## config.mk

```make
export PLATFORM = sky130hd
export DESIGN_NAME = pipeline_hazard_ctrl_flat
export DESIGN_NICKNAME = d
export VERILOG_FILES = /design/src/rtl/pipeline_hazard_ctrl_if.sv /design/src/rtl/pipeline_hazard_ctrl.sv /design/src/flat_wrapper.sv
export SDC_FILE = /design/constraint.sdc
export NUM_CORES = 1
export LEC_CHECK = 0
export ABC_AREA = 0
export CAP_MARGIN = 10
export CORE_UTILIZATION = 47
export CTS_CLUSTER_SIZE = 30
export DETAILED_ROUTE_END_ITERATION = 16
export PLACE_DENSITY = 0.81
export SYNTH_ARGS = -nofsm -noshare
export SYNTH_HDL_FRONTEND = slang
export SYNTH_SLANG_ARGS = --single-unit
```

## constraint.sdc

```tcl
create_clock -name clk -period 2.3 [get_ports clk]
set_clock_uncertainty 0.05 [all_clocks]
set_input_delay 0.46 -clock clk [delete_from_list [all_inputs] [get_ports clk]]
set_output_delay 0.46 -clock clk [all_outputs]
set_load 0.01 [all_outputs]
```

## src/rtl/pipeline_hazard_ctrl_if.sv

```systemverilog
// Hazard-control bundle between the pipeline datapath and pipeline_hazard_ctrl.
// The controller takes the master side: it reads the stage fields and drives the stall, flush and forward controls.
interface pipeline_hazard_ctrl_if #(
    parameter int CNT_W = 16
);
    logic [4:0]       rs_d;
    logic [4:0]       rt_d;
    logic [4:0]       rs_e;
    logic [4:0]       rt_e;
    logic [4:0]       write_reg_e;
    logic [4:0]       write_reg_m;
    logic [4:0]       write_reg_w;
    logic             reg_write_e;
    logic             reg_write_m;
    logic             reg_write_w;
    logic             mem_to_reg_e;
    logic             mem_to_reg_m;
    logic             mem_write_m;
    logic             branch_d;
    logic             pcsrc_d;
    logic             mem_ready;

    logic             stall_f;
    logic             stall_d;
    logic             stall_e;
    logic             stall_m;
    logic             flush_d;
    logic             flush_e;
    logic             flush_w;
    logic             forward_a_d;
    logic             forward_b_d;
    logic [1:0]       forward_a_e;
    logic [1:0]       forward_b_e;
    logic             mem_fault;
    logic [CNT_W-1:0] hazard_stall_cnt;
    logic [CNT_W-1:0] mem_stall_cnt;

    modport master (
        input  rs_d, rt_d, rs_e, rt_e,
        input  write_reg_e, write_reg_m, write_reg_w,
        input  reg_write_e, reg_write_m, reg_write_w,
        input  mem_to_reg_e, mem_to_reg_m, mem_write_m,
        input  branch_d, pcsrc_d, mem_ready,
        output stall_f, stall_d, stall_e, stall_m,
        output flush_d, flush_e, flush_w,
        output forward_a_d, forward_b_d, forward_a_e, forward_b_e,
        output mem_fault, hazard_stall_cnt, mem_stall_cnt
    );

    modport slave (
        output rs_d, rt_d, rs_e, rt_e,
        output write_reg_e, write_reg_m, write_reg_w,
        output reg_write_e, reg_write_m, reg_write_w,
        output mem_to_reg_e, mem_to_reg_m, mem_write_m,
        output branch_d, pcsrc_d, mem_ready,
        input  stall_f, stall_d, stall_e, stall_m,
        input  flush_d, flush_e, flush_w,
        input  forward_a_d, forward_b_d, forward_a_e, forward_b_e,
        input  mem_fault, hazard_stall_cnt, mem_stall_cnt
    );
endinterface

```

## src/rtl/pipeline_hazard_ctrl.sv

```systemverilog
// Hazard and sequencing controller for the 5-stage pipeline: forwarding selects, load-use/branch stalls,
// a memory-wait FSM with timeout fault, and saturating stall-cycle counters.
module pipeline_hazard_ctrl #(
    parameter int MEM_TIMEOUT = 64,
    parameter int CNT_W       = 16
) (
    input  logic                  clk,
    input  logic                  rst,
    pipeline_hazard_ctrl_if.master hz_if
);

    typedef enum logic [1:0] {
        ST_RUN      = 2'b00,
        ST_MEM_WAIT = 2'b01,
        ST_FAULT    = 2'b10
    } state_t;

    localparam logic [7:0]       WAIT_LAST = 8'(MEM_TIMEOUT - 1);
    localparam logic [CNT_W-1:0] CNT_MAX   = {CNT_W{1'b1}};
    localparam logic [CNT_W-1:0] CNT_ONE   = CNT_W'(1);

    state_t           state_q,       state_d;
    logic [7:0]       wait_cnt_q,    wait_cnt_d;
    logic             mem_fault_q,   mem_fault_d;
    logic [CNT_W-1:0] hz_cnt_q,      hz_cnt_d;
    logic [CNT_W-1:0] mem_cnt_q,     mem_cnt_d;

    logic       lw_stall_s;
    logic       br_stall_s;
    logic       hz_s;
    logic       mem_access_s;
    logic       mem_stall_s;
    logic       stall_f_s, stall_d_s, stall_e_s, stall_m_s;
    logic       flush_d_s, flush_e_s, flush_w_s;
    logic       fwd_a_d_s, fwd_b_d_s;
    logic [1:0] fwd_a_e_s, fwd_b_e_s;

    // E-stage forwarding: M beats W; register 0 is never forwarded.
    always_comb begin
        fwd_a_e_s = 2'b00;
        fwd_b_e_s = 2'b00;
        if ((hz_if.rs_e != 5'd0) && (hz_if.rs_e == hz_if.write_reg_m) && hz_if.reg_write_m) begin
            fwd_a_e_s = 2'b10;
        end else if ((hz_if.rs_e != 5'd0) && (hz_if.rs_e == hz_if.write_reg_w) && hz_if.reg_write_w) begin
            fwd_a_e_s = 2'b01;
        end else begin
            fwd_a_e_s = 2'b00;
        end
        if ((hz_if.rt_e != 5'd0) && (hz_if.rt_e == hz_if.write_reg_m) && hz_if.reg_write_m) begin
            fwd_b_e_s = 2'b10;
        end else if ((hz_if.rt_e != 5'd0) && (hz_if.rt_e == hz_if.write_reg_w) && hz_if.reg_write_w) begin
            fwd_b_e_s = 2'b01;
        end else begin
            fwd_b_e_s = 2'b00;
        end
    end

    // D-stage branch-compare forwarding from the M-stage ALU result.
    always_comb begin
        fwd_a_d_s = (hz_if.rs_d != 5'd0) && (hz_if.rs_d == hz_if.write_reg_m) && hz_if.reg_write_m;
        fwd_b_d_s = (hz_if.rt_d != 5'd0) && (hz_if.rt_d == hz_if.write_reg_m) && hz_if.reg_write_m;
    end

    // Data-hazard and memory-wait terms.
    always_comb begin
        lw_stall_s   = hz_if.mem_to_reg_e &&
                       ((hz_if.rt_e == hz_if.rs_d) || (hz_if.rt_e == hz_if.rt_d));
        br_stall_s   = hz_if.branch_d &&
                       ((hz_if.reg_write_e &&
                         ((hz_if.write_reg_e == hz_if.rs_d) || (hz_if.write_reg_e == hz_if.rt_d))) ||
                        (hz_if.mem_to_reg_m &&
                         ((hz_if.write_reg_m == hz_if.rs_d) || (hz_if.write_reg_m == hz_if.rt_d))));
        hz_s         = lw_stall_s || br_stall_s;
        mem_access_s = hz_if.mem_to_reg_m || hz_if.mem_write_m;
        mem_stall_s  = mem_access_s && !hz_if.mem_ready;
    end

    // Pipeline register controls; a memory stall or fault freezes everything and bubbles MW.
    always_comb begin
        stall_f_s = 1'b0;
        stall_d_s = 1'b0;
        stall_e_s = 1'b0;
        stall_m_s = 1'b0;
        flush_d_s = 1'b0;
        flush_e_s = 1'b0;
        flush_w_s = 1'b0;
        if ((state_q == ST_FAULT) || mem_stall_s) begin
            stall_f_s = 1'b1;
            stall_d_s = 1'b1;
            stall_e_s = 1'b1;
            stall_m_s = 1'b1;
            flush_w_s = 1'b1;
        end else if (hz_s) begin
            // A stalled D must keep its instruction, so a taken branch cannot flush it here.
            stall_f_s = 1'b1;
            stall_d_s = 1'b1;
            flush_e_s = 1'b1;
        end else begin
            flush_d_s = hz_if.pcsrc_d;
        end
    end

    // Next-state logic for the memory-wait FSM.
    always_comb begin
        state_d     = state_q;
        wait_cnt_d  = wait_cnt_q;
        mem_fault_d = mem_fault_q;
        case (state_q)
            ST_RUN: begin
                if (mem_stall_s) begin
                    state_d    = ST_MEM_WAIT;
                    wait_cnt_d = 8'd1;
                end else begin
                    state_d    = ST_RUN;
                end
            end
            ST_MEM_WAIT: begin
                if (hz_if.mem_ready) begin
                    state_d    = ST_RUN;
                    wait_cnt_d = 8'd0;
                end else if (wait_cnt_q == WAIT_LAST) begin
                    state_d     = ST_FAULT;
                    mem_fault_d = 1'b1;
                end else begin
                    wait_cnt_d = wait_cnt_q + 8'd1;
                end
            end
            ST_FAULT: begin
                state_d     = ST_FAULT;
                mem_fault_d = 1'b1;
            end
            default: begin
                state_d     = ST_RUN;
                wait_cnt_d  = 8'd0;
                mem_fault_d = 1'b0;
            end
        endcase
    end

    // Saturating performance counters; FAULT counts as memory stall time.
    always_comb begin
        hz_cnt_d  = hz_cnt_q;
        mem_cnt_d = mem_cnt_q;
        if (hz_s && !mem_stall_s && (state_q != ST_FAULT) && (hz_cnt_q != CNT_MAX)) begin
            hz_cnt_d = hz_cnt_q + CNT_ONE;
        end else begin
            hz_cnt_d = hz_cnt_q;
        end
        if ((mem_stall_s || (state_q == ST_FAULT)) && (mem_cnt_q != CNT_MAX)) begin
            mem_cnt_d = mem_cnt_q + CNT_ONE;
        end else begin
            mem_cnt_d = mem_cnt_q;
        end
    end

    // State registers.
    always_ff @(posedge clk or posedge rst) begin
        if (rst) begin
            state_q     <= ST_RUN;
            wait_cnt_q  <= 8'd0;
            mem_fault_q <= 1'b0;
            hz_cnt_q    <= '0;
            mem_cnt_q   <= '0;
        end else begin
            state_q     <= state_d;
            wait_cnt_q  <= wait_cnt_d;
            mem_fault_q <= mem_fault_d;
            hz_cnt_q    <= hz_cnt_d;
            mem_cnt_q   <= mem_cnt_d;
        end
    end

    assign hz_if.stall_f          = stall_f_s;
    assign hz_if.stall_d          = stall_d_s;
    assign hz_if.stall_e          = stall_e_s;
    assign hz_if.stall_m          = stall_m_s;
    assign hz_if.flush_d          = flush_d_s;
    assign hz_if.flush_e          = flush_e_s;
    assign hz_if.flush_w          = flush_w_s;
    assign hz_if.forward_a_d      = fwd_a_d_s;
    assign hz_if.forward_b_d      = fwd_b_d_s;
    assign hz_if.forward_a_e      = fwd_a_e_s;
    assign hz_if.forward_b_e      = fwd_b_e_s;
    assign hz_if.mem_fault        = mem_fault_q;
    assign hz_if.hazard_stall_cnt = hz_cnt_q;
    assign hz_if.mem_stall_cnt    = mem_cnt_q;

endmodule

```

## src/flat_wrapper.sv

```systemverilog
// flat-port wrapper written by rule: the top's interface ports become plain ports
module pipeline_hazard_ctrl_flat 
#(
    parameter int MEM_TIMEOUT = 64,
    parameter int CNT_W       = 16
)
  (clk, rst, hz_if_rs_d, hz_if_rt_d, hz_if_rs_e, hz_if_rt_e, hz_if_write_reg_e, hz_if_write_reg_m, hz_if_write_reg_w, hz_if_reg_write_e, hz_if_reg_write_m, hz_if_reg_write_w, hz_if_mem_to_reg_e, hz_if_mem_to_reg_m, hz_if_mem_write_m, hz_if_branch_d, hz_if_pcsrc_d, hz_if_mem_ready, hz_if_stall_f, hz_if_stall_d, hz_if_stall_e, hz_if_stall_m, hz_if_flush_d, hz_if_flush_e, hz_if_flush_w, hz_if_forward_a_d, hz_if_forward_b_d, hz_if_forward_a_e, hz_if_forward_b_e, hz_if_mem_fault, hz_if_hazard_stall_cnt, hz_if_mem_stall_cnt);
  pipeline_hazard_ctrl_if #(.CNT_W(CNT_W)) hz_if_i ();
  input  logic clk;
  input  logic rst;
  input wire logic [$bits(hz_if_i.rs_d)-1:0] hz_if_rs_d;
  input wire logic [$bits(hz_if_i.rt_d)-1:0] hz_if_rt_d;
  input wire logic [$bits(hz_if_i.rs_e)-1:0] hz_if_rs_e;
  input wire logic [$bits(hz_if_i.rt_e)-1:0] hz_if_rt_e;
  input wire logic [$bits(hz_if_i.write_reg_e)-1:0] hz_if_write_reg_e;
  input wire logic [$bits(hz_if_i.write_reg_m)-1:0] hz_if_write_reg_m;
  input wire logic [$bits(hz_if_i.write_reg_w)-1:0] hz_if_write_reg_w;
  input wire logic [$bits(hz_if_i.reg_write_e)-1:0] hz_if_reg_write_e;
  input wire logic [$bits(hz_if_i.reg_write_m)-1:0] hz_if_reg_write_m;
  input wire logic [$bits(hz_if_i.reg_write_w)-1:0] hz_if_reg_write_w;
  input wire logic [$bits(hz_if_i.mem_to_reg_e)-1:0] hz_if_mem_to_reg_e;
  input wire logic [$bits(hz_if_i.mem_to_reg_m)-1:0] hz_if_mem_to_reg_m;
  input wire logic [$bits(hz_if_i.mem_write_m)-1:0] hz_if_mem_write_m;
  input wire logic [$bits(hz_if_i.branch_d)-1:0] hz_if_branch_d;
  input wire logic [$bits(hz_if_i.pcsrc_d)-1:0] hz_if_pcsrc_d;
  input wire logic [$bits(hz_if_i.mem_ready)-1:0] hz_if_mem_ready;
  output wire logic [$bits(hz_if_i.stall_f)-1:0] hz_if_stall_f;
  output wire logic [$bits(hz_if_i.stall_d)-1:0] hz_if_stall_d;
  output wire logic [$bits(hz_if_i.stall_e)-1:0] hz_if_stall_e;
  output wire logic [$bits(hz_if_i.stall_m)-1:0] hz_if_stall_m;
  output wire logic [$bits(hz_if_i.flush_d)-1:0] hz_if_flush_d;
  output wire logic [$bits(hz_if_i.flush_e)-1:0] hz_if_flush_e;
  output wire logic [$bits(hz_if_i.flush_w)-1:0] hz_if_flush_w;
  output wire logic [$bits(hz_if_i.forward_a_d)-1:0] hz_if_forward_a_d;
  output wire logic [$bits(hz_if_i.forward_b_d)-1:0] hz_if_forward_b_d;
  output wire logic [$bits(hz_if_i.forward_a_e)-1:0] hz_if_forward_a_e;
  output wire logic [$bits(hz_if_i.forward_b_e)-1:0] hz_if_forward_b_e;
  output wire logic [$bits(hz_if_i.mem_fault)-1:0] hz_if_mem_fault;
  output wire logic [$bits(hz_if_i.hazard_stall_cnt)-1:0] hz_if_hazard_stall_cnt;
  output wire logic [$bits(hz_if_i.mem_stall_cnt)-1:0] hz_if_mem_stall_cnt;
  assign hz_if_i.rs_d = hz_if_rs_d;
  assign hz_if_i.rt_d = hz_if_rt_d;
  assign hz_if_i.rs_e = hz_if_rs_e;
  assign hz_if_i.rt_e = hz_if_rt_e;
  assign hz_if_i.write_reg_e = hz_if_write_reg_e;
  assign hz_if_i.write_reg_m = hz_if_write_reg_m;
  assign hz_if_i.write_reg_w = hz_if_write_reg_w;
  assign hz_if_i.reg_write_e = hz_if_reg_write_e;
  assign hz_if_i.reg_write_m = hz_if_reg_write_m;
  assign hz_if_i.reg_write_w = hz_if_reg_write_w;
  assign hz_if_i.mem_to_reg_e = hz_if_mem_to_reg_e;
  assign hz_if_i.mem_to_reg_m = hz_if_mem_to_reg_m;
  assign hz_if_i.mem_write_m = hz_if_mem_write_m;
  assign hz_if_i.branch_d = hz_if_branch_d;
  assign hz_if_i.pcsrc_d = hz_if_pcsrc_d;
  assign hz_if_i.mem_ready = hz_if_mem_ready;
  assign hz_if_stall_f = hz_if_i.stall_f;
  assign hz_if_stall_d = hz_if_i.stall_d;
  assign hz_if_stall_e = hz_if_i.stall_e;
  assign hz_if_stall_m = hz_if_i.stall_m;
  assign hz_if_flush_d = hz_if_i.flush_d;
  assign hz_if_flush_e = hz_if_i.flush_e;
  assign hz_if_flush_w = hz_if_i.flush_w;
  assign hz_if_forward_a_d = hz_if_i.forward_a_d;
  assign hz_if_forward_b_d = hz_if_i.forward_b_d;
  assign hz_if_forward_a_e = hz_if_i.forward_a_e;
  assign hz_if_forward_b_e = hz_if_i.forward_b_e;
  assign hz_if_mem_fault = hz_if_i.mem_fault;
  assign hz_if_hazard_stall_cnt = hz_if_i.hazard_stall_cnt;
  assign hz_if_mem_stall_cnt = hz_if_i.mem_stall_cnt;
  pipeline_hazard_ctrl #(.MEM_TIMEOUT(MEM_TIMEOUT), .CNT_W(CNT_W)) u_core (.clk(clk), .rst(rst), .hz_if(hz_if_i));
endmodule
```

; ---- Word level (Yosys, flattened, before mapping)
; Cells that the tools add are included.
; W data, S select, Z words.
[classes]
n_eq_ne = 23
n_bitwise = 2
addsub = 3
n_reduce_logical = 37
n_mux = 21
[ops]
columns = op, count
row1 = $eq A5 B5 Y1, 12
row2 = $add A16 B1 Y16 const B, 2
row3 = $ne A16 B16 Y1 const B, 2
row4 = $mux W8, 3
row5 = $pmux W8 S3, 1
row6 = $logic_and A1 B1 Y1, 21
row7 = $reduce_bool A5 Y1, 4
row8 = $mux W1, 11
row9 = $add A8 B1 Y8 const B, 1
row10 = $eq A8 B6 Y1 const B, 1
row11 = $mux W2, 4
row12 = $logic_or A1 B1 Y1, 7
row13 = $pmux W2 S3, 1
row14 = $reduce_and A3 Y1, 2
row15 = $ne A2 B1 Y1 const B, 2
row16 = $ne A2 B2 Y1 const B, 2
row17 = $ne A3 B2 Y1 const B, 1
row18 = $ne A3 B3 Y1 const B, 1
row19 = $pmux W1 S3, 1
row20 = $eq A2 B1 Y1 const B, 1
row21 = $eq A2 B2 Y1 const B, 1
row22 = $logic_not A1 Y1, 2
row23 = $logic_not A2 Y1, 1
row24 = $not A1 Y1, 2
[word_totals]
regBits = 43
word_cells = 91

; ---- Longest topological paths before layout
; Gate-level depths: netlist of the first run.
[logic_depth]
ltp_word = 9
mapped_depth = 8

; ---- Worst setup path before layout of the first run
; Ideal clock, no wire load.
[synth_timing]
path_type = input -> output
startpoint = in hz_if_rt_e[0]
endpoint = out hz_if_forward_b_e[0]
arrival_time_ps = 1785
required_ps = 1790
n_path_buf = 1
cell_stages = 5
slack_ps = 5
path_cell_list = buf_2 -> or4_1 -> nor2_1 -> nor4_1 -> nor4_1
[synth_via]
elab_chain_len = 5
[synth_rtl]
columns = element, line
row1 = from (decl), flat_wrapper.sv:14  ; input wire logic [$bits(hz_if_i.rt_e)-1:0] hz_if_rt_e;
row2 = $eq A5 B5 Y1 / $reduce_bool A5 Y1 (equally long branches), "pipeline_hazard_ctrl.sv:51, pipeline_hazard_ctrl.sv:49"
row3 = $logic_and A1 B1 Y1 (2 in series), pipeline_hazard_ctrl.sv:51  ; end else if ((hz_if.rt_e != 5'd0) && (hz_if.rt_e == hz_if.write_reg_w) && hz_if.reg_write_w) begin
row4 = $mux W1, pipeline_hazard_ctrl.sv:51
row5 = $mux W2 *, pipeline_hazard_ctrl.sv:49  ; if ((hz_if.rt_e != 5'd0) && (hz_if.rt_e == hz_if.write_reg_m) && hz_if.reg_write_m) begin
row6 = to (decl), flat_wrapper.sv:37  ; output wire logic [$bits(hz_if_i.forward_b_e)-1:0] hz_if_forward_b_e;
; Mark *: on every way between the ends. The rest lies on a longest branch, timed or not.

; ---- Worst setup path after layout of the first run
[layout_timing]
startpoint = in hz_if_write_reg_m[1]
endpoint = out hz_if_flush_d
[layout_via]
elab_chain_len = 8
[layout_rtl]
columns = element, line
row1 = from (decl), flat_wrapper.sv:16  ; input wire logic [$bits(hz_if_i.write_reg_m)-1:0] hz_if_write_reg_m;
row2 = $eq A5 B5 Y1, pipeline_hazard_ctrl.sv:72  ; ((hz_if.write_reg_m == hz_if.rs_d) || (hz_if.write_reg_m == hz_if.rt_d))));
row3 = $logic_or A1 B1 Y1 *, pipeline_hazard_ctrl.sv:72
row4 = $logic_and A1 B1 Y1 *, pipeline_hazard_ctrl.sv:71  ; (hz_if.mem_to_reg_m &&
row5 = $logic_or A1 B1 Y1 *, pipeline_hazard_ctrl.sv:70  ; ((hz_if.write_reg_e == hz_if.rs_d) || (hz_if.write_reg_e == hz_if.rt_d))) ||
row6 = $logic_and A1 B1 Y1 *, pipeline_hazard_ctrl.sv:68  ; br_stall_s = hz_if.branch_d &&
row7 = $logic_or A1 B1 Y1 *, pipeline_hazard_ctrl.sv:73  ; hz_s = lw_stall_s || br_stall_s;
row8 = $mux W1 *, pipeline_hazard_ctrl.sv:93  ; end else if (hz_s) begin
row9 = $mux W1 *, pipeline_hazard_ctrl.sv:87  ; if ((state_q == ST_FAULT) || mem_stall_s) begin
row10 = to (decl), flat_wrapper.sv:31  ; output wire logic [$bits(hz_if_i.flush_d)-1:0] hz_if_flush_d;
; Marks and branches as above.

==> results of run 1 <==
-- registers in the layout, summed over array words and instances (netlist names) --
signal	cells
u_core.state_q	2
u_core.hz_if.mem_stall_cnt	16
u_core.hz_if.hazard_stall_cnt	16
u_core.hz_if.mem_fault	1
u_core.wait_cnt_q	8
-- how the worst min path moves through the flow --
| stage | startpoint | end | slack [ns] |
|---|---|---|---|
| 2_1_floorplan | u_core.wait_cnt_q[1] | u_core.wait_cnt_q[1] | 0.41 |
| 3_3_place_gp | u_core.wait_cnt_q[1] | u_core.wait_cnt_q[1] | 0.42 |
| 3_5_place_dp | u_core.hz_if.mem_stall_cnt[6] | u_core.hz_if.mem_stall_cnt[6] | 0.42 |
| 4_1_cts | u_core.hz_if.mem_stall_cnt[6] | u_core.hz_if.mem_stall_cnt[6] | 0.44 |
| 5_1_grt | u_core.hz_if.mem_stall_cnt[6] | u_core.hz_if.mem_stall_cnt[6] | 0.47 |
| 6_report | u_core.hz_if.mem_stall_cnt[6] | u_core.hz_if.mem_stall_cnt[6] | 0.43 |
-- worst register-to-register path: cells and delay by family, from the launching register on --
| family | cells | cell delay [ns] |
|---|---|---|
| simple gates | 4 | 0.72 |
| fa+ha+maj | 1 | 0.20 |
| flops | 1 | 0.40 |
| buf+inv | 1 | 0.16 |
| compound gates | 2 | 0.49 |
-- layer usage --
metal,up-vias,global-route usage [%],routed length (um)
li1,1310,-,-
met2,88,43.1,3980
met3,24,4.94,387
met1,1331,30.4,3260
met5,-,0,0
met4,0,7.32,169
-- area by class of cell --
| cell class | count | share of cell area [%] |
|---|---|---|
| Clock inverter | 2 | 0.292 |
| Tap cell | 75 | 2.19 |
| Clock buffer | 6 | 1.69 |
| Inverter | 11 | 0.992 |
| Timing Repair Buffer | 136 | 25.8 |
| Sequential cell | 43 | 25.1 |
| Multi-Input combinational cell | 242 | 44.0 |
-- logic make-up (layout without fill, tap and decap cells) --
group	count (synthesis)	count (layout)	share of synthesized area, %
compound gates	31	31	8.79
xor+xnor	79	79	24.0
fa+ha+maj	6	6	2.57
buf+inv	21	155	3.26
flops	43	43	36.9
mux	2	2	0.772
simple gates	124	124	23.7
-- through the flow --
step                instance area [sq um]  worst slack (ns)  instances  setup TNS, ns  total power [uW]
floorplan                            2920           0.00521        306              0              1300
global placement                     4170            -0.845        502         -11.78              1710
detailed placement                   4170            -0.867        502         -13.52              1740
CTS                                  4250           -0.0230        512        -0.0230              2210
global route                         4290           -0.0306        515        -0.0508              2340
finish                               4290          -0.00816        515       -0.00816              2210
-- cells in the mapped netlist (2+ instances only) --
master,number
xnor2_1,52
dfrtp_1,43
nand2_1,27
xor2_1,26
nor2_1,21
nand3_1,14
nand4_1,14
o21ai_0,11
and3_1,9
inv_1,9
ha_1,6
nor2_2,6
nor3_1,6
a21oi_1,4
buf_2,4
nor4_1,4
or4_1,4
buf_4,3
clkbuf_1,3
nor3_2,3
a31oi_1,2
nand2b_1,2
nand3b_1,2
nor2b_1,2
o21ai_1,2
o31ai_4,2
-- where the power goes --
part	total, uW	switching, uW	internal, uW
Combinational	771	348	423
Clock	476	264	212
Sequential	965	116	849
-- what timing repair did --
action / in CTS / in global routing
gates cloned: 0 / 0
resized for setup: 150 / 38
pin swaps: 33 / 23
endpoints found under the hold margin: 0 / 0
buffers inserted: 2 / 3
endpoints found under the setup margin: 25 / 12
==> metrics.md, run 1 <==
| Metric | Value |
|---|---|
| Lkg Pwr | `0.00196 uW` |
| Port Buf Inserts | `91` |
| Clk Latency, worst-skew pair | `0.30 ns` |
| Fillcell total | `457` |
| Max-slew violation count | `0` |
| Synth Net Count | `358` |
| H-tree lvl count | `2` |
| Vias | `2753` |
| Routed Antenna Nets | `0` |
| Ys async rst share | `100%` |
| Post-synthesis register bit count | `43` |
| CP Cell Sequence | `buf_2 -> xor2_1 -> nor3_2 -> and3_4 -> o31ai_4 -> and2_4 -> and3_1 -> buf_2` |
| Multi-input gate area | `1890 sq um` |
| Total GRT Usage | `24.6%` |
| Cell area after synthesis | `2920 sq um` |
| WHS | `0.432 ns` |
| Seq/Total Area, Yosys | `36.9%` |
| Slowest stage delay, CP | `0.23 ns` |
| Initial antenna violation count | `0` |
| Die W | `80.8 um` |
| Library cells used by synthesis | `51` |
| CP Launch Point | `hz_if_write_reg_m[1]` |
| First-pass GRT wire length | `12.4 mm` |
| Die H | `80.8 um` |
| ANT cells | `0` |
| Failing checks | `negative setup slack` |
| Critical path fanouts, max | `4` |
| IO Pins | `92` |
| Most frequent cells in the layout | `buf_4, xnor2_1, clkdlybuf4s50_1` |
| Setup crit start kind | `input port` |
| Cts bufs inserted | `5` |
| Hold buffers post-CTS | `0` |
| Residual DRC | `0` |
| Final setup fails | `1` |
| DRT iter0 DRCs | `115` |
| WP depth | `8` |
| CP Capture Point | `hz_if_flush_d` |
| Clock Sink Count | `43` |
| Std-Cell Rows | `28` |
| Hold Crit Class | `flop to flop` |
| Register area | `1080 sq um` |
| Vias/cell | `5.35` |
| Unrepaired setup endpoints after global routing | `yes` |
| Reg2reg start | `u_core.wait_cnt_q[0]` |
| P&R area growth vs syn | `47.1%` |
| Post-synth EDFFs | `0` |
| Most common cell after layout, fill and taps aside | `buf_4` |
| Peak VDD IR | `405 uV` |
| Max_slew headroom | `64.5%` |
| Post-layout util | `72.0%` |
| RR Endpoint | `u_core.wait_cnt_q[4]` |
| Hold Vio Cnt, Final | `0` |
| Run status | `complete, but fails checks` |
| Initial DRT Pass Iterations | `4` |
| Main synth FF type | `dfrtp_1` |
| CTS root buffer | `clkbuf_8` |
| CTS Buffer Depth | `2` |
| Initial core utilization | `49.0%` |
| Die area | `6520 sq um` |
| Synthesized area per cell | `9.53 sq um` |
| Synth warn | `0` |
| Final worst setup slack | `-0.00816 ns` |
| Critical path type | `input port to primary output` |
| Fmax | `433 MHz` |
| Slew @ Worst Pin | `0.533 ns` |
| Pwr Density | `516 nW/um^2` |
| Top cells by area, synth | `dfrtp_1, xnor2_1, xor2_1, nand2_1, nand4_1` |
| Vias in the first global route | `2662` |
| Area share of the largest cell type after synthesis | `36.9%` |
| Worst path bufs/invs | `2` |
| Worst endpoint required time | `1.79 ns` |
| Clock transition at the registers of the reported paths | `0.08 ns` |
| Tmin final | `2.31 ns` |
| Final WL | `7.80 mm` |
| Core Box Area | `5960 sq um` |
| CP endpoint kind | `primary output` |
| Hold Path Depth | `1` |
| Mapped Cells | `306` |
| Placer Congestion | `0.885` |
| Worst-case reg-to-reg path depth | `8` |
| Critical-path top delay cell | `xor2_1` |
| CP arrival | `1.80 ns` |
| Total gr overflow | `0` |
| WL/cell | `15.1 um` |
| Most numerous cell on the critical path | `buf_2` |
| Max Cap Violations | `0` |
| DP Wirelength | `6.07 mm` |
| Layout cells sized above 1 | `30.2%` |
| Reg-to-reg setup timing slack | `0.18 ns` |
| Period utilization | `100%` |
| Family with the most delay on the worst path | `simple AND/OR/NAND/NOR gates` |
| Fin nets | `491` |
| Post-synth top area cell | `dfrtp_1` |
| CTS tree | `built` |
| Largest net degree at the start of global routing | `44` |
(Power assumes the default switching activity.)
==> run 2: changes to the inputs <==
CORE_ASPECT_RATIO = 1.2   (was not set)
==> run 2 against run 1 <==
Compared with the run above: the flow still finishes with violations (negative setup slack); combinational power up 7.0%; critical path depth grew 6; sequential cell count unchanged; utilization grew 2.8 points; clock-buffer cell count is 1 lower; die area barely moved; final area up 4.8%; worst setup slack lost 0.045 ns; first-iteration DRC count up 17%; final cell count up 3.1%; fmax decreased by 1.9%; total power rose by 7.7%; critical path type is now input port to flop; largest power group unchanged; highest routed layer unchanged.
==> metrics.md, run 2 (synthesized netlist as in run 1, its figures left out) <==
| Metric | Value |
|---|---|
| Run status | `complete, but fails checks` |
| Failing checks | `negative setup slack` |
| Routed Antenna Nets | `0 (unchanged)` |
| Placer Congestion | `0.859 (-3.0%)` |
| Max Cap Violations | `0 (unchanged)` |
| CP Cell Sequence | `buf_6 -> buf_4 -> xnor2_1 -> nand4_1 -> o22ai_2 -> inv_2 -> buf_4 -> buf_4 -> buf_4 -> buf_4 -> a21oi_4 -> buf_6 -> and3_1 -> xor2_1` |
| CTS tree | `built` |
| H-tree lvl count | `2 (unchanged)` |
| CP endpoint kind | `flop` |
| Slowest stage delay, CP | `0.23 ns (about the same)` |
| Tmin final | `2.35 ns (+0.0447 ns)` |
| Hold buffers post-CTS | `0 (unchanged)` |
| Pwr Density | `530 nW/um^2 (+2.8%)` |
| Family with the most delay on the worst path | `buffers and inverters` |
| Largest net degree at the start of global routing | `44 (unchanged)` |
| Final setup fails | `5 (+4)` |
| WL/cell | `15.9 um (+5.3%)` |
| Initial antenna violation count | `0 (unchanged)` |
| CP arrival | `2.53 ns (+0.73 ns)` |
| Total gr overflow | `0 (unchanged)` |
| Vias in the first global route | `2740 (+2.9%)` |
| Initial core utilization | `48.5% (-0.46 points)` |
| Most common cell after layout, fill and taps aside | `buf_4` |
| Critical path type | `input port to flop` |
| Final WL | `8.46 mm (+8.5%)` |
| Unrepaired setup endpoints after global routing | `yes` |
| Period utilization | `102% (+1.9 points)` |
| Layout cells sized above 1 | `33.9% (+3.6 points)` |
| Fillcell total | `411 (-10%)` |
| Fin nets | `500 (+1.8%)` |
| Post-layout util | `74.8% (+2.8 points)` |
| CTS Buffer Depth | `2 (unchanged)` |
| DP Wirelength | `5.81 mm (-4.3%)` |
| Die H | `88.3 um (+9.3%)` |
| Worst endpoint required time | `2.47 ns (+0.68 ns)` |
| Clock transition at the registers of the reported paths | `0.09 ns (about the same)` |
| Worst path bufs/invs | `8 (+6)` |
| Initial DRT Pass Iterations | `6 (+2)` |
| Max-slew violation count | `0 (unchanged)` |
| Max_slew headroom | `64.1% (-0.36 points)` |
| Fmax | `425 MHz (-1.9%)` |
| Setup crit start kind | `input port` |
| ANT cells | `0 (unchanged)` |
| IO Pins | `92 (unchanged)` |
| Vias/cell | `5.30 (-0.93%)` |
| CTS root buffer | `clkbuf_8` |
| Clk Latency, worst-skew pair | `0.30 ns (about the same)` |
| Peak VDD IR | `294 uV (-27%)` |
| Lkg Pwr | `0.00206 uW (+5.4%)` |
| Residual DRC | `0 (unchanged)` |
| Hold Crit Class | `flop to flop` |
| Most numerous cell on the critical path | `buf_4` |
| Critical-path top delay cell | `a21oi_4` |
| Hold Vio Cnt, Final | `0 (unchanged)` |
| First-pass GRT wire length | `12.3 mm (-0.79%)` |
| Most frequent cells in the layout | `buf_4, clkdlybuf4s50_1, xnor2_1, dfrtp_1, nand2_1` |
| Tot Pwr | `2380 uW (+7.7%)` |
| Port Buf Inserts | `91 (unchanged)` |
| Critical path fanouts, max | `4 (unchanged)` |
| Total GRT Usage | `24.5% (-0.043 points)` |
| Final worst setup slack | `-0.0529 ns (-0.0447 ns)` |
| P&R area growth vs syn | `54.2%` |
| Vias | `2812 (+2.1%)` |
| Std-Cell Rows | `31 (+11%)` |
| Die area | `6530 sq um (about the same)` |
| Slew @ Worst Pin | `0.538 ns (+0.00538 ns)` |
| DRT iter0 DRCs | `134 (+17%)` |
| Die W | `73.9 um (-8.5%)` |
| Core Box Area | `6010 sq um (+0.95%)` |
| Cts bufs inserted | `5 (unchanged)` |
| Clock Sink Count | `43 (unchanged)` |
-- run 2: metal layers --
metal | track usage [%] | vias up | wire length (um) | share of wire (%)
li1 | - | 1329 | - | -
met1 | 26.0 | 1370 | 3270 | 39
met2 | 46.9 | 96 | 4660 | 55
met3 | 4.78 | 17 | 344 | 4.1
met4 | 9.44 | 0 | 188 | 2.2
met5 | 0 | - | 0 | 0
-- run 2: worst reg2reg max path, stage by stage (launching register included) --
cell and delay (ns):
dfrtp_1 0.45, nand4_1 0.17, nor2_2 0.19, and4_2 0.34, a41o_1 0.28, a21oi_4 0.08
buf_6 0.13, and3_1 0.19, xor2_1 0.15
-- run 2: area by class of cell --
| cell class | instances | area (sq um) | area share, % |
|---|---|---|---|
| timing repair buffer | 145 | 1210 | 27.0 |
| sequential | 43 | 1080 | 23.9 |
| clock buffer | 5 | 68.8 | 1.53 |
| tap | 82 | 103 | 2.28 |
| multi-input combinational | 242 | 1950 | 43.4 |
| clock inverter | 3 | 43.8 | 0.974 |
| inverter | 11 | 41.3 | 0.918 |
-- run 2: worst paths after layout --
check	from	end	slack (ns)	cells past startpoint
worst max-delay path	hz_if_rt_e[2]	u_core.hz_if.hazard_stall_cnt[4]	-0.05	14
worst min-delay path	u_core.hz_if.mem_stall_cnt[6]	u_core.hz_if.mem_stall_cnt[6]	0.44	1
worst min register to register	u_core.hz_if.mem_stall_cnt[6]	u_core.hz_if.mem_stall_cnt[6]	0.44	1
worst max register to register	u_core.hz_if.hazard_stall_cnt[3]	u_core.hz_if.hazard_stall_cnt[4]	0.16	8
max in group asynchronous	rst	u_core.hz_if.mem_stall_cnt[11]	1.29	3
min in group asynchronous	rst	u_core.hz_if.mem_stall_cnt[10]	0.55	3
-- run 2: report_power, final --
group          leakage [uW]  internal [uW]  total (uW)  switching [uW]
clock network     0.0000581            323         592             269
registers          0.000565            849         966             117
logic               0.00144            450         825             375
-- run 2: repair_timing --
item                       in CTS  in global routing
buffers inserted                7                  5
pin swaps                      28                 28
setup endpoints to repair      28                 26
gates resized for setup       153                 62
-- run 2: metrics by stage --
step	hold slack, ns	setup TNS (ns)	std cells	setup WS, ns	cell area (sq um)
final	0.437	-0.102	531	-0.0529	4500
after global routing	0.466	-1.13	531	-0.154	4500
after CTS	0.441	-0.0353	526	-0.0353	4380
after detailed placement	0.427	-14.46	511	-0.861	4190
after global placement	0.422	-12.38	511	-0.809	4190
after floorplan	0.407	0	306	0.00521	2920
